### config.mk
export PLATFORM = sky130hd
export DESIGN_NAME = hack_cpu
export DESIGN_NICKNAME = d
export VERILOG_FILES = /design/src/rtl/hack_cpu.sv
export SDC_FILE = /design/constraint.sdc
export NUM_CORES = 1
export LEC_CHECK = 0
export BUFFER_PORTS_ARGS = -buffer_cell sky130_fd_sc_hd__buf_4
export CAP_MARGIN = 20
export CORE_MARGIN = 1
export CORE_UTILIZATION = 40
export DETAILED_ROUTE_END_ITERATION = 10
export PLACE_DENSITY = 0.7
export SYNTH_ARGS = -nofsm -noshare
export SYNTH_HDL_FRONTEND = slang
export SYNTH_SLANG_ARGS = --single-unit
### constraint.sdc
create_clock -name clk -period 7.15 [get_ports clk]
set_clock_uncertainty 0.1 [all_clocks]
set_input_delay 0.715 -clock clk [delete_from_list [all_inputs] [get_ports clk]]
set_output_delay 0.715 -clock clk [all_outputs]
set_load 0.02 [all_outputs]
### src/rtl/hack_cpu.sv
// hack_cpu -- single-cycle Hack CPU core (A, D and PC registers plus ALU).
//
// Ports:
//   clk          rising-edge clock for all state
//   rst_n        synchronous active-low reset (A=D=PC=0, writeM forced low)
//   instruction  16-bit instruction word fetched from ROM at address pc
//   inM          16-bit data memory read value at addressM
//   stall        hold request (present only when CPU_STALL_EN is defined)
//   outM         ALU result / data to write to memory (combinational)
//   writeM       memory write strobe (combinational)
//   addressM     data memory address, A[14:0] (combinational, pre-edge A)
//   pc           instruction address, the PC register
//
// Configuration macro: CPU_STALL_EN adds the stall port. When it is not
// defined the core behaves exactly as if stall were tied low.

module hack_cpu (
  input  logic        clk,
  input  logic        rst_n,
  input  logic [15:0] instruction,
  input  logic [15:0] inM,
`ifdef CPU_STALL_EN
  input  logic        stall,
`endif
  output logic [15:0] outM,
  output logic        writeM,
  output logic [14:0] addressM,
  output logic [14:0] pc
);

  logic [15:0] a_reg, a_next;
  logic [15:0] d_reg, d_next;
  logic [14:0] pc_reg, pc_next;

  logic        hold;
  logic        is_c;
  logic [5:0]  alu_ctrl;
  logic [15:0] alu_y;
  logic [15:0] alu_out;
  logic        alu_zr;
  logic        alu_ng;
  logic        jump;

`ifdef CPU_STALL_EN
  assign hold = stall;
`else
  assign hold = 1'b0;
`endif

  // Bits 14:13 of a C-instruction carry no meaning and are ignored.
  logic unused_bits;
  assign unused_bits = ^instruction[14:13];

  assign is_c     = instruction[15];
  // A-instructions run the ALU with all controls low; its result is unused.
  assign alu_ctrl = is_c ? instruction[11:6] : 6'b000000;
  assign alu_y    = instruction[12] ? inM : a_reg;

  hack_alu u_alu (
    .x   (d_reg),
    .y   (alu_y),
    .zx  (alu_ctrl[5]),
    .nx  (alu_ctrl[4]),
    .zy  (alu_ctrl[3]),
    .ny  (alu_ctrl[2]),
    .f   (alu_ctrl[1]),
    .no  (alu_ctrl[0]),
    .out (alu_out),
    .zr  (alu_zr),
    .ng  (alu_ng)
  );

  // j1: out<0, j2: out==0, j3: out>0.
  assign jump = is_c & ((instruction[2] & alu_ng) |
                        (instruction[1] & alu_zr) |
                        (instruction[0] & ~alu_ng & ~alu_zr));

  always_comb begin
    a_next  = a_reg;
    d_next  = d_reg;
    pc_next = pc_reg + 15'd1;
    if (!is_c) begin
      a_next = instruction;
    end else begin
      if (instruction[5]) a_next = alu_out;
      if (instruction[4]) d_next = alu_out;
    end
    // Jump target is the A value before this edge, even if A is also written.
    if (jump) pc_next = a_reg[14:0];
  end

  always_ff @(posedge clk) begin
    if (!rst_n) begin
      a_reg  <= 16'h0000;
      d_reg  <= 16'h0000;
      pc_reg <= 15'h0000;
    end else if (!hold) begin
      a_reg  <= a_next;
      d_reg  <= d_next;
      pc_reg <= pc_next;
    end
  end

  assign outM     = alu_out;
  assign writeM   = is_c & instruction[3] & rst_n & ~hold;
  assign addressM = a_reg[14:0];
  assign pc       = pc_reg;

endmodule

// hack_alu -- Hack ALU: optional zero/negate of each input, add or AND,
// optional negate of the result; zr and ng status flags.
module hack_alu (
  input  logic [15:0] x,
  input  logic [15:0] y,
  input  logic        zx,
  input  logic        nx,
  input  logic        zy,
  input  logic        ny,
  input  logic        f,
  input  logic        no,
  output logic [15:0] out,
  output logic        zr,
  output logic        ng
);

  logic [15:0] xz, xn, yz, yn, res;

  always_comb begin
    xz  = zx ? 16'h0000 : x;
    xn  = nx ? ~xz : xz;
    yz  = zy ? 16'h0000 : y;
    yn  = ny ? ~yz : yz;
    res = f ? (xn + yn) : (xn & yn);
    out = no ? ~res : res;
    zr  = (out == 16'h0000);
    ng  = out[15];
  end

endmodule

# == Word-level counts from Yosys, hierarchy flattened ==
# Index checks and enable logic that the tools add are counted.
# op_classes
reduce_logical,3
eq_ne,1
mux,11
bitwise_logic,15
addsub,2
# op_table
op,count
$mux W16,7
$not A16 Y16,3
$mux W15,3
$add A16 B16 Y16,1
$and A16 B16 Y16,1
$logic_not A16 Y1,1
$add A15 B1 Y15 const B,1
$and A1 B1 Y1,7
$mux W6,1
$reduce_and A2 Y1,2
$ne A2 B2 Y1 const B,1
$not A1 Y1,2
$or A1 B1 Y1,2
# word_totals
ff_bits,47
output_inout_bits,47
input_bits,34
elab_cells,36

# == Logic depth before layout (Yosys ltp) ==
# Gate-level depths: netlist of the first run.
# depth
depth_word,14
depth_mapped,20
ltp_nobuf,14

# == Hierarchy ==
# From an unflattened synthesis of the first run, not the netlist that was laid out.
# hier_totals
cells_unflattened,540
area_unflattened_um2,4266.6
# by_module_without_submodules
module,seq_area_each_um2,cells_per_inst,area_each_um2,instances
hack_cpu,940.9,273,2359.8,1
hack_alu,0.0,267,1906.8,1

# == Worst setup path before layout of the first run ==
# OpenSTA, ideal clock, no wires.
# synth_path
path_type,input port to flip-flop
from,in instruction[15]
to,reg pc_reg[10] (netlist: pc[10])
cell_stages,17
setup_time_ps,119
t_required_ps,6931
path_buffers,4
path_slack_ps,1746
arrival_ps,5185
path_cell_list,buf_2 > clkbuf_1 > nand2_1 > clkbuf_1 > xor2_1 > ha_1 > fa_1 > a21o_1 > a221oi_4 > or4_1 > a311oi_1 > or4_1 > or4_1 > o41ai_2 > a221oi_4 > buf_8 > mux2i_1
# synth_via
elab_chain_cells,14
# synth_lines
item,line,text
from (decl),20,"input logic [15:0] instruction,"
$mux W6 *,56,assign alu_ctrl = is_c ? instruction[11:6] : 6'b000000;
"$mux W16, on equally long branches","130, 132",
"$not A16 Y16, on equally long branches","131, 133",
"$mux W16, on equally long branches","131, 133",
$add A16 B16 Y16 or $and A16 B16 Y16 (tied branches),134,res = f ? (xn + yn) : (xn & yn);
$mux W16,134,
$not A16 Y16,135,out = no ? ~res : res;
$mux W16 *,135,
via outM[8],25,"output logic [15:0] outM,"
$logic_not A16 Y1 *,136,zr = (out == 16'h0000);
$and A1 B1 Y1 or $not A1 Y1 (tied branches),"75, 76",
$or A1 B1 Y1 or $and A1 B1 Y1 (tied branches),"74, 76",
$or A1 B1 Y1 *,75,(instruction[1] & alu_zr) |
$and A1 B1 Y1 *,74,assign jump = is_c & ((instruction[2] & alu_ng) |
$mux W15 *,89,if (jump) pc_next = a_reg[14:0];
to (signal assigned),100,pc_reg <= pc_next;
to (decl),33,"logic [14:0] pc_reg, pc_next;"
# The timed path passes the listed nets; every way through them passes the cells marked *.
# A chain may end at the register's enable or synchronous reset.

# == Worst setup path in the final report of the first run ==
# layout_path
from,in instruction[15]
to,reg pc_reg[5] (netlist: pc[5])
# layout_via
elab_chain_cells,14
# layout_lines
item,line
$mux W6,56
"$mux W16, on equally long branches","130, 132"
"$not A16 Y16, on equally long branches","131, 133"
"$mux W16, on equally long branches","131, 133"
$add A16 B16 Y16 or $and A16 B16 Y16 (tied branches),134
$mux W16,134
$not A16 Y16,135
$mux W16,135
$logic_not A16 Y1 or $not A1 Y1 (tied branches),"136, 76"
$and A1 B1 Y1 (tied with other cells),75
$or A1 B1 Y1 or $and A1 B1 Y1 (tied branches),"74, 76"
$or A1 B1 Y1,75
$and A1 B1 Y1 *,74
$mux W15 *,89
# Mark *: on every way between the ends. The rest lies on a longest branch, timed or not.

==> impl_metrics.json, run 1 <==
{
  "status": "finished clean",
  "leakage_nw": 2.10,
  "seq_area_frac_synth_pct": 21.3,
  "drtPass1Iterations": 6,
  "synth_cell_type_count": 61,
  "maxCapViolations": 0,
  "multiInputGateArea_um2": 3150,
  "grt_max_degree": 33,
  "synth_edf_count": 0,
  "track_usage_pct": 22.1,
  "die_h_um": 107,
  "cts_setup_buffers": 0,
  "timing.rr.start": "a_reg[0]",
  "yosysWarnings": 0,
  "synth_cells": 591,
  "ant_nets": 0,
  "vdd_drop_max_mv": 0.0983,
  "worstHoldStart": "d_reg[9]",
  "worstMarginPinSlew_ps": 1030,
  "setup_slack_ps": 1580,
  "syn_nets": 643,
  "setup_viol_count_final": 0,
  "synthToLayoutAreaGrowth_pct": 14.5,
  "wl_met1_mm": 5.73,
  "fp-row-count": 38,
  "core_area_um2": 10800,
  "start_kind": "input port",
  "rsz0062_at_grt": "false",
  "finalHoldViolations": 0,
  "fill_cells": 1057,
  "worstHoldPathType": "reg2reg",
  "netlist_area_um2": 4420,
  "drt_iter0_markers": 328,
  "postCtsHoldBufs": 0,
  "arrival_ps": 5700,
  "die_area_um2": 11500,
  "synthFlopType": "dfxtp_1",
  "vias": 4360,
  "preCtsSetupSlack_ps": 1320,
  "cts_tree": "built",
  "top_layer_used": "met4",
  "crit_fanout": 20,
  "gp_congestion": 0.933,
  "clkTransAtPathRegs_ps": 90,
  "end_kind": "register",
  "layout_common_cells": "nand2_1, buf_4, nor2_1, mux2i_1, dfxtp_1",
  "powerDensity_nw_per_um2": 191,
  "pin_count": 81,
  "ctsResizeCount": 0,
  "clock_path_buffers": 2,
  "r2r_slack_ps": 2350,
  "gr-total-overflow": 0,
  "hold_end": "d_reg[9]",
  "relSlewSlack_pct": 31.5,
  "drc": 0,
  "drt_wl_total_mm": 12.6,
  "maxSlewViolCount": 0,
  "crit_type": "in2reg",
  "fmax_ghz": 0.180,
  "cts_made_buffers": 5,
  "clkSinkCount": 47,
  "grt_pass1_vias": 3917,
  "wl_met2_mm": 5.71,
  "die_w_um": 107,
  "period_needed_ps": 5570,
  "grt_pass1_wl_mm": 20.3,
  "final_common_cell": "nand2_1",
  "synthArstFlopShare_pct": 0,
  "diodes": 0,
  "reg2reg_depth": 14,
  "avgSynthCellArea_um2": 7.48,
  "fin_total_pwr_mw": 0.964,
  "antenna_found_initial": 0,
  "register_area_um2": 941,
  "holdPathStages": 2,
  "final_layout_size_suffix_gt1_share_pct": 16.2,
  "r2r-end": "pc[5]",
  "required_ps": 7280,
  "final_nets": 679,
  "whs_ps": 365,
  "htreeDepth": 2,
  "viasPerCell": 5.68,
  "wl_per_cell_um": 16.4,
  "ys_ff_latch": 47,
  "fin_crit_sh_pct": 77.9,
  "root_buffer": "clkbuf_8",
  "insertion_delay_ps": 310,
  "port_buffers": 80,
  "setup_tns_ps": 0,
  "dr_wl_met3_um": 991,
  "dp_hpwl_mm": 9.71,
  "start_util_pct": 40.9
}
## how the worst max path moves through the flow
stage | startpoint | end | slack, ps | cells after the start
5_1_grt | instruction[15] | pc[10] | 1310 | 14
2_1_floorplan | instruction[15] | pc[10] | 1750 | 17
4_1_cts | instruction[15] | pc[7] | 1610 | 14
3_5_place_dp | instruction[15] | pc[9] | 1320 | 14
6_report | instruction[15] | pc[5] | 1580 | 14
3_3_place_gp | instruction[15] | pc[2] | 1420 | 14
## through the flow
| stage | utilization (%) | area [um^2] | cells |
|---|---|---|---|
| floorplan | - | 4420 | 591 |
| CTS | 46.6 | 5030 | 767 |
| global placement | 45.6 | 4920 | 759 |
| finish | 46.9 | 5060 | 768 |
| global route | 46.9 | 5060 | 768 |
| detailed placement | 45.6 | 4920 | 759 |
## kinds of logic after synthesis
kind of cell               after synthesis  synth area share [%]
AOI/OAI and AO/OA                      116                  18.9
xor gates and xnor gates                57                  11.3
adders and majority gates               18                  5.27
buffers and inverters                   64                  7.42
DFF                                     47                  21.3
muxes                                   49                  11.1
and+or+nand+nor                        240                  24.6
## metal layers
metal | GRT usage, % | vias to the layer above
li1 | - | 2122
met1 | 30.6 | 2020
met2 | 36.0 | 200
met3 | 3.71 | 18
met4 | 4.21 | 0
met5 | 0 | -
## synthesized netlist by cell type (2+ instances only)
cell       count  share of area [%]
buf_4         16                2.7
nand3b_1       2               0.34
a211oi_1      16                2.7
a221oi_1       2               0.40
xor2_1        24                4.8
a221o_1        2               0.45
nand3_1       11                1.2
nand2b_1      10                1.4
buf_1          3               0.25
a221oi_4       2                1.2
or2_2          2               0.28
buf_2          7               0.79
nand2_1      114                9.7
a21oi_1       42                4.8
nor3_1         5               0.57
clkbuf_1      26                2.2
and2_1         9                1.3
mux2i_1       48                 11
o21ai_1        2               0.23
o2111ai_1      2               0.40
nor4_1         4               0.57
o211ai_1       6                1.0
and4_1         2               0.40
a21o_1         6                1.0
o21ai_0       13                1.5
a311oi_1       2               0.40
or3_1          3               0.42
xnor2_1       33                6.5
nor2_1        52                4.4
or4_1          6                1.0
dfxtp_1       47                 21
nand4_1        9                1.3
ha_1          17                4.8
and3_1         8                1.1
inv_1         10               0.85
o21a_1         3               0.51
## power breakdown
part	internal, mW	switching (mW)	total (mW)
registers	0.281	0.0191	0.300
clock network	0.104	0.0952	0.199
logic	0.184	0.280	0.464
## worst max-delay path: stages
cell	delay, ps
buf_4	220
nand2_1	530
xnor2_1	330
ha_1	280
fa_1	410
a21o_1	210
a221oi_4	400
and3_1	230
nor4_1	60
or4_4	580
a2111oi_4	380
a41oi_2	190
a221oi_4	870
mux2i_1	280
## cell type report
cell class                      count  area share (%)
Sequential cell                    47            18.6
Tap cell                          140            3.46
Inverter                           10           0.742
Multi-Input combinational cell    480            62.3
Clock buffer                        5            1.36
Clock inverter                      3           0.866
Timing Repair Buffer               83            12.7
No activity file was read; power rests on OpenSTA's default activity.
==> inputs of run 2 (changes only) <==
Clock period 7.15 ns to 5.4 ns, I/O delays scaled along.
==> run 2 against run 1 <==
Effect of this change: clock power up 55%; routed wire length about the same; utilization increased by 0.42 points; via count fell by 0.44%; cell count up 0.78%; critical endpoint is now pc[11]; sequential power up 33%; total power grew 37%; global-route usage about the same.
==> impl_metrics.json, run 2 (same netlist as run 1, synthesis figures left out) <==
{
  "ctsResizeCount": 0,
  "maxCapViolations": 0,
  "place_area_um2": 4970,
  "arrival_ps": 5000,
  "die_w_um": 107,
  "end_kind": "register",
  "rsz0062_at_grt": "false",
  "setup_tns_ps": 0,
  "grt_max_degree": 33,
  "pin_count": 81,
  "powerDensity_nw_per_um2": 260,
  "final_common_cell": "nand2_1",
  "worstMarginPinSlew_ps": 1040,
  "period_needed_ps": 4870,
  "fp-row-count": 38,
  "ant_nets": 0,
  "gr-total-overflow": 0,
  "final_nets": 685,
  "start_util_pct": 40.9,
  "timing.rr.start": "a_reg[0]",
  "preCtsSetupSlack_ps": 332,
  "postCtsHoldBufs": 0,
  "clock_path_buffers": 2,
  "start_kind": "input port",
  "htreeDepth": 2,
  "crit_start": "instruction[15]",
  "setup_slack_ps": 534,
  "holdPathStages": 2,
  "wl_per_cell_um": 16.3,
  "grt_pass1_wl_mm": 20.3,
  "r2r_slack_ps": 830,
  "relSlewSlack_pct": 30.7,
  "antenna_found_initial": 0,
  "crit_fanout": 26,
  "layout_common_cells": "nand2_1, buf_4, nor2_1, mux2i_1, dfxtp_1",
  "dp_hpwl_mm": 9.67,
  "leakage_nw": 2.13,
  "gp_congestion": 0.889,
  "clkSinkCount": 47,
  "postLayoutCellArea_um2": 5100,
  "cts_made_buffers": 5,
  "required_ps": 5530,
  "maxSlewViolCount": 0,
  "core_area_um2": 10800,
  "cts_setup_buffers": 0,
  "r2r-end": "pc[11]",
  "crit_type": "in2reg",
  "fin_crit_sh_pct": 90.1,
  "vias": 4341,
  "cts_tree": "built",
  "drc": 0,
  "port_buffers": 80,
  "worstHoldStart": "d_reg[0]",
  "diodes": 0,
  "whs_ps": 361,
  "drt_iter0_markers": 280,
  "worstHoldPathType": "reg2reg",
  "hold_end": "d_reg[0]",
  "reg2reg_depth": 15,
  "setup_viol_count_final": 0,
  "vdd_drop_max_mv": 0.174,
  "die_area_um2": 11500,
  "finalHoldViolations": 0,
  "root_buffer": "clkbuf_8",
  "finish.utilization_pct": 47.3,
  "synthToLayoutAreaGrowth_pct": 15.5,
  "grt_pass1_vias": 4035,
  "drtPass1Iterations": 5,
  "insertion_delay_ps": 300,
  "track_usage_pct": 22.1,
  "fmax_ghz": 0.205,
  "final_layout_size_suffix_gt1_share_pct": 16.9,
  "die_h_um": 107,
  "drt_wl_total_mm": 12.6,
  "status": "finished clean",
  "clkTransAtPathRegs_ps": 90,
  "viasPerCell": 5.61
}
-- run 2: layout make-up --
class	count	area (um^2)
tap	140	175
clock buffer	6	72.6
inverter	10	37.5
clock inverter	2	60.1
timing repair buffer	89	668
sequential	47	941
multi-input combinational	480	3150
fill	1046	5690
-- run 2: power breakdown --
part           switching [mW]  internal, mW  total [mW]
Combinational           0.369         0.250       0.618
Sequential             0.0251         0.372       0.398
Clock                   0.124         0.185       0.309
-- run 2: critical path, cell delays in order --
cell and delay [ps]:
buf_4 240, nand2_1 290, xor2_1 240, ha_1 260, fa_1 420, a21o_1 220
a221oi_4 410, mux2i_1 230, a311oi_1 90, or4_1 430, nor4_1 500, a41oi_2 270
a221oi_4 310, buf_4 310, mux2i_1 220
-- run 2: worst max-delay path by stage --
stage / endpoint
final: pc[11]
after global routing: pc[8]
after CTS: pc[14]
after detailed placement: pc[14]
after global placement: pc[1]
after floorplan: pc[10]
-- run 2: per-stage QoR --
step / power [mW] / cells
global placement: 1.00 / 766
floorplan: 0.842 / 591
global route: 1.40 / 774
detailed placement: 1.01 / 766
finish: 1.32 / 774
CTS: 1.32 / 774
-- run 2: metal layers --
metal  vias up  GRT usage, %  share of wire [%]
li1       2136             -                  -
met1      2042          29.7                 46
met2       150          37.0                 46
met3        13          2.49                5.9
met4         0          6.65                1.6
met5         -             0                  0
